### src/rtl/ttt_game_ctrl.sv
// rtl/ttt_game_ctrl.sv - tic-tac-toe turn sequencer: AI (X) settle/commit, human (O) handshake, win/draw detection
module ttt_game_ctrl #(
    parameter int AI_WAIT = 1
) (
    input  logic       clk,
    input  logic       rst_n,
    input  logic       start,
    input  logic       move_valid,
    input  logic [3:0] move_pos,
    output logic       move_ready,
    input  logic [8:0] ai_move,
    output logic [8:0] x_state,
    output logic [8:0] o_state,
    output logic       illegal,
    output logic       ai_fallback,
    output logic       game_over,
    output logic [1:0] winner
);

    typedef enum logic [2:0] {S_IDLE, S_AI_WAIT, S_CHECK_X, S_HUMAN, S_CHECK_O, S_DONE} state_t;

    localparam logic [3:0] WAIT_LOAD = 4'(AI_WAIT - 1);

    function automatic logic has_line(input logic [8:0] b);
        return (&b[8:6]) | (&b[5:3]) | (&b[2:0]) |
               (b[8] & b[5] & b[2]) | (b[7] & b[4] & b[1]) | (b[6] & b[3] & b[0]) |
               (b[8] & b[4] & b[0]) | (b[6] & b[4] & b[2]);
    endfunction

    state_t     state, state_n;
    logic [8:0] x_n, o_n;
    logic [3:0] move_cnt, cnt_n;
    logic [3:0] wait_cnt, wait_n;
    logic       illegal_n, fb_n;
    logic [1:0] winner_n;

    logic [8:0] occupied, fb_bit, human_cell;
    logic       ai_usable, human_legal;

    assign occupied    = x_state | o_state;
    assign ai_usable   = (ai_move != 9'd0) && ((ai_move & (ai_move - 9'd1)) == 9'd0) &&
                         ((ai_move & occupied) == 9'd0);
    assign human_cell  = 9'h100 >> move_pos;
    assign human_legal = (move_pos <= 4'd8) && ((human_cell & occupied) == 9'd0);

    // Highest empty bit wins because later iterations overwrite earlier ones.
    always_comb begin
        fb_bit = 9'd0;
        for (int i = 0; i < 9; i++) begin
            if (!occupied[i]) fb_bit = 9'd1 << i;
        end
    end

    always_comb begin
        state_n   = state;
        x_n       = x_state;
        o_n       = o_state;
        cnt_n     = move_cnt;
        wait_n    = wait_cnt;
        winner_n  = winner;
        illegal_n = 1'b0;
        fb_n      = 1'b0;
        if (start) begin
            x_n      = 9'd0;
            o_n      = 9'd0;
            cnt_n    = 4'd0;
            wait_n   = WAIT_LOAD;
            winner_n = 2'b00;
            state_n  = S_AI_WAIT;
        end else begin
            case (state)
                S_AI_WAIT: begin
                    if (wait_cnt == 4'd0) begin
                        x_n     = x_state | (ai_usable ? ai_move : fb_bit);
                        fb_n    = !ai_usable;
                        cnt_n   = move_cnt + 4'd1;
                        state_n = S_CHECK_X;
                    end else begin
                        wait_n = wait_cnt - 4'd1;
                    end
                end
                S_CHECK_X: begin
                    if (has_line(x_state)) begin
                        winner_n = 2'b01;
                        state_n  = S_DONE;
                    end else if (move_cnt == 4'd9) begin
                        state_n = S_DONE;
                    end else begin
                        state_n = S_HUMAN;
                    end
                end
                S_HUMAN: begin
                    if (move_valid) begin
                        if (human_legal) begin
                            o_n     = o_state | human_cell;
                            cnt_n   = move_cnt + 4'd1;
                            state_n = S_CHECK_O;
                        end else begin
                            illegal_n = 1'b1;
                        end
                    end
                end
                S_CHECK_O: begin
                    if (has_line(o_state)) begin
                        winner_n = 2'b10;
                        state_n  = S_DONE;
                    end else if (move_cnt == 4'd9) begin
                        state_n = S_DONE;
                    end else begin
                        wait_n  = WAIT_LOAD;
                        state_n = S_AI_WAIT;
                    end
                end
                default: ;
            endcase
        end
    end

    always_ff @(posedge clk or negedge rst_n) begin
        if (!rst_n) begin
            state       <= S_IDLE;
            x_state     <= 9'd0;
            o_state     <= 9'd0;
            move_cnt    <= 4'd0;
            wait_cnt    <= 4'd0;
            winner      <= 2'b00;
            illegal     <= 1'b0;
            ai_fallback <= 1'b0;
        end else begin
            state       <= state_n;
            x_state     <= x_n;
            o_state     <= o_n;
            move_cnt    <= cnt_n;
            wait_cnt    <= wait_n;
            winner      <= winner_n;
            illegal     <= illegal_n;
            ai_fallback <= fb_n;
        end
    end

    assign move_ready = (state == S_HUMAN);
    assign game_over  = (state == S_DONE);

endmodule

### config.mk
export PLATFORM = sky130hd
export DESIGN_NAME = ttt_game_ctrl
export DESIGN_NICKNAME = d
export VERILOG_FILES = /design/src/rtl/ttt_game_ctrl.sv
export SDC_FILE = /design/constraint.sdc
export NUM_CORES = 1
export LEC_CHECK = 0
export ABC_AREA = 1
export BUFFER_PORTS_ARGS = -buffer_cell sky130_fd_sc_hd__buf_2
export CAP_MARGIN = 15
export CORE_MARGIN = 2
export CORE_UTILIZATION = 61
export DETAILED_ROUTE_END_ITERATION = 10
export GPL_TIMING_DRIVEN = 0
export PLACE_DENSITY = 0.91
export SYNTH_ARGS = -nofsm -noshare
export SYNTH_HDL_FRONTEND = slang
export SYNTH_SLANG_ARGS = --single-unit
### constraint.sdc
create_clock -name clk -period 3.8 [get_ports clk]
set_clock_uncertainty 0.1 [all_clocks]
set_input_delay 0.19 -clock clk [delete_from_list [all_inputs] [get_ports clk]]
set_output_delay 0.19 -clock clk [all_outputs]
set_load 0.02 [all_outputs]
* After elaboration in Yosys (flattened, before gate mapping)
Index checks and enable logic that the tools add are counted.
** Storage, ports and cells
- Register bits after elaboration :: 33
- Input bits :: 17
- Word-level logic and storage cells :: 144
** Cells by class
- Add/subtract/negate cells :: 3
- Order comparisons :: 1
- Equality and inequality tests :: 14
- Shift-type cells :: 1
- Mux-type cells :: 47
- Bitwise operators :: 40
- Reductions and logical operators :: 30
** Operators by type and width (count)
- 2-to-1 mux 9 bit :: 15
- 2-to-1 mux 4 bit :: 8
- AND 9 bit :: 3
- logical NOT 9 bit :: 3
- OR 9 bit :: 3
- 2-to-1 mux 3 bit :: 8
- AND reduction 3 bit :: 8
- != test 3 bit, second input constant :: 7
- AND 1 bit :: 20
- case mux 4 bit (2 select lines) :: 2
- OR 1 bit :: 14
- case mux 3 bit (4 select lines) :: 1
- AND reduction 4 bit :: 3
- nonzero test 2 bit :: 5
- nonzero test 3 bit :: 3
- nonzero test 9 bit :: 1
- right shift 9 x 4 -> 9 bit, first input constant :: 1
- subtractor 9 x 1 -> 9 bit, second input constant :: 1
- 2-to-1 mux 1 bit :: 8
- 2-to-1 mux 2 bit :: 4
- equality test 3 x 2 -> 1 bit, second input constant :: 2
- equality test 3 bit, second input constant :: 2
- nonzero test 5 bit :: 1
- adder 4 x 1 -> 4 bit, second input constant :: 1
- 10 further kinds :: 12

* Logic depth before layout (Yosys ltp)
- Word-level depth :: 15
- Depth in mapped cells :: 12
- Depth with buffers taken out :: 12

* Least setup slack after synthesis
Ideal clock, no wire load.
- Path type :: register -> register
- From :: register o_state[2]
- To :: register o_state[0]
- Library setup time :: 0.123 ns
- Arrival :: 1.447 ns
- Required time :: 3.577 ns
- Setup slack :: 2.131 ns
- Cell stages (with the launch flop) :: 10
- Path buffers :: 1
- Period minus slack after synthesis :: 1.669 ns
- Cells stage by stage :: dfrtp_1 > inv_1 > nand2_1 > nand2_1 > nand2_1 > nor2_2 > nand3_2 > o21ai_4 > buf_6 > o21ai_1
** On the way
- Word-level cells in the longest chain between the ends :: 6
** RTL lines
- start, declared :: line 13 : output logic [8:0] o_state,
- start signal, assigned :: line 132 : o_state <= o_n;
- OR 9 bit :: line 40 : assign occupied = x_state | o_state;
- AND 9 bit :: line 44 : assign human_legal = (move_pos <= 4'd8) && ((human_cell & occupied) == 9'd0);
- logical NOT 9 bit :: line 44
- logical AND 1 bit :: line 44
- nonzero test 2 bit (no line)
- AND reduction 3 bit (no line)
No other way between the ends.
A chain may end at the register's enable or synchronous reset.

* Worst setup path in the final report
- From :: register o_state[2]
- To :: register o_state[6]
Same word-level chain as after synthesis.

==> results.yml <==
critical_path:
  arrival_ps: 2020
  cp_common_cell: "nand2_1"
  rrSetupSlack_ps: 1870
  critPathMaxFanout: 10
  critPathLaunchType: "register"
  cp_slowest_cell: "dfrtp_1"
  r2r-start: "o_state[2]$_DFFE_PN0P_"
  required_ps: 3880
  critical_path_buf_inv_count: 2
  cp_slowest_stage_delay_ps: 400
  cp-end-kind: "register"
  ff2ff_path_depth: 9
  cp_cell_sequence: "inv_1 -> nand2_1 -> nand2_1 -> nand2_1 -> nor2_2 -> nand3_2 -> o21ai_4 -> buf_6 -> o21ai_1"
  timing.rr.end: "o_state[6]$_DFFE_PN0P_"
  path_class: "register to register"
  cpLargestDelayFamily: "simple AND/OR/NAND/NOR gates"
finish:
  seq_area_um2: 826
  nets: 458
  area_growth_pct: 14.5
  insertedDiodeCount: 0
  instances_no_fill: 486
  multi_input_area_mm2: 0.00135
  fillers: 316
  final_cell_area_mm2: 0.00278
  drive_above_1_share: 0.183
  finish.utilization: 0.743
sta:
  min_period_ps: 1930
  maxClockFrequency_ghz: 0.517
  fin_hold_ws_ps: 47.8
  setup_viol: 0
  hold_viol_final: 0
  setup_slack_ps: 1870
  relSlewSlack: 0.496
  post-route-period-util: 0.509
  worst_slew_pin_slew_ps: 756
  rsz0062_at_grt: "no"
  tns_ps: 0
  slew_viol_final: 0
power_and_ir_drop:
  p_leak_nw: 1.55
  ir_worst_vdd_mv: 0.282
  finalPower_mw: 1.33
  powerDensity_mw_per_mm2: 477
grt:
  grt_pass1_vias: 2384
  antenna_found_initial: 0
  use_met1: 0.416
  busiest_layer: "met2"
  met3_usage: 0.0541
  gr-total-overflow: 0
  grt_util_met2: 0.501
  grt_max_degree: 34
  grt_use_total: 0.305
  grt_pass1_wl_mm: 10.4
clocking:
  insertion_delay_ps: 300
  cts_made_buffers: 5
  clkTransAtPathRegs_ps: 70
  cts-root-buf: "clkbuf_8"
  post_cts_buffers: 0
  cts.sinks: 33
  cts_tree: "built"
  cts_max_path_buffers: 2
  cts_htree_levels: 2
synth:
  ys_seq_area_frac: 0.340
  synth_cell_types: 29
  syn-cell-area_mm2: 0.00243
  yosys_most_used_dff: "dfrtp_1"
  netlist_instances: 389
  synth_top_area_frac: 0.340
  synthesis.nets: 410
  synth_area_leaders: "dfrtp_1 34%, nand2_1 21%, nor2_1 8.3%"
  netlist.top_cell.by_area: "dfrtp_1"
  synth_edf_count: 0
  ys_ff_latch: 33
  synthArstFlopShare: 1.00
  ys_warn_count: 0
  post-synth-top-count-cell: "nand2_1"
  syn_avg_cell_area_um2: 6.25
  netlist_top_cells_count: "136 x nand2_1, 54 x nor2_1, 49 x inv_1, 33 x dfrtp_1, 19 x o21ai_0"
floorplanning:
  fp.dieW_um: 67.1
  core_mm2: 0.00374
  initial_core_util: 0.649
  rows: 22
  dieArea_mm2: 0.00450
  io_pins: 41
  die_y_um: 67.1
drt:
  drt-pass1-iter-count: 5
  drc_errors: 0
  via_per_inst: 5.51
  vias: 2676
  wirelength_mm: 6.33
  dr.first_iter.drc_count: 224
  wl_per_cell_um: 13.0
  ant_nets: 0
place:
  post-place-ws_ps: 1920
  place_area_mm2: 0.00269
  port_buffers: 40
  dp_hpwl_mm: 4.78
  placed_cells: 477
  gp_congestion: 0.988
hold_path:
  min_to: "illegal$_DFF_PN0_"
  min-delay-start: "move_valid"
  holdCritPathClass: "input pin to register"
  holdPathStages: 3
job:
  maxCapViolations: 0
outcome:
  status: "complete, no violations"
power by group:
group | leakage (nW) | internal, mW | switching [mW]
registers | 0.443 | 0.420 | 0.0775
logic | 1.06 | 0.189 | 0.373
clock network | 0.0450 | 0.127 | 0.141
area by class of cell:
| type | instances | area share |
|---|---|---|
| Tap cell | 48 | 0.0216 |
| Buffer | 7 | 0.0144 |
| Timing Repair Buffer | 41 | 0.0755 |
| Inverter | 57 | 0.0769 |
| Clock buffer | 6 | 0.0261 |
| Clock inverter | 2 | 0.00360 |
| Sequential cell | 33 | 0.297 |
| Multi-Input combinational cell | 292 | 0.485 |
tightest hold or removal path, cell delays in order:
cell and delay, ps:
buf_2 120, inv_1 50, nor2_1 40
worst max path at each step:
stage	to	slack, ps	depth (start not counted)	from
5_1_grt	o_state[6]$_DFFE_PN0P_	1740	9	o_state[2]$_DFFE_PN0P_
3_5_place_dp	o_state[6]$_DFFE_PN0P_	1920	9	o_state[2]$_DFFE_PN0P_
6_report	o_state[6]$_DFFE_PN0P_	1870	9	o_state[2]$_DFFE_PN0P_
4_1_cts	o_state[6]$_DFFE_PN0P_	1900	9	o_state[2]$_DFFE_PN0P_
2_1_floorplan	o_state[0]$_DFFE_PN0P_	2130	9	o_state[2]$_DFFE_PN0P_
3_3_place_gp	o_state[0]$_DFFE_PN0P_	1960	9	o_state[2]$_DFFE_PN0P_
repair_timing:
| item | CTS | global route |
|---|---|---|
| hold buffers | 1 | 0 |
| hold endpoints to repair | 33 | 0 |
| resized for setup | 0 | 0 |
layer usage:
metal  part of all wire  wire (um)
met2               0.46       2890
met4              0.016        104
met1               0.43       2730
met3              0.094        598
met5                  0          0
flip-flops by register name, indices dropped and copies added, names as in the netlist:
register and cells:
winner 2, wait_cnt 4, move_cnt 4, x_state 9, ai_fallback 1, o_state 9
illegal 1, state 3
cell usage in the layout (no fill, tap or decap), drive strengths merged:
cell | Yosys | final
o21a | 1 | 1
nand4 | 11 | 11
o21ai | 36 | 36
or2 | 4 | 4
nand2 | 138 | 138
a31oi | 2 | 2
buf | 4 | 44
clkinv | 0 | 2
a21oi | 7 | 7
nor3 | 4 | 4
clkbuf | 3 | 9
dlygate4sd3 | 0 | 1
nor4 | 1 | 1
nor2 | 60 | 60
nand3 | 21 | 21
ha | 4 | 4
dfrtp | 33 | 33
xor2 | 2 | 2
xnor2 | 1 | 1
inv | 57 | 57
kinds of logic after synthesis:
logic type	share of synthesized area
xor gates and xnor gates	0.0108
buffers and inverters	0.105
DFF	0.340
adders and majority gates	0.0206
and+or+nand+nor	0.420
AOI/OAI and AO/OA	0.105
Power figures use the tool's default switching activity.
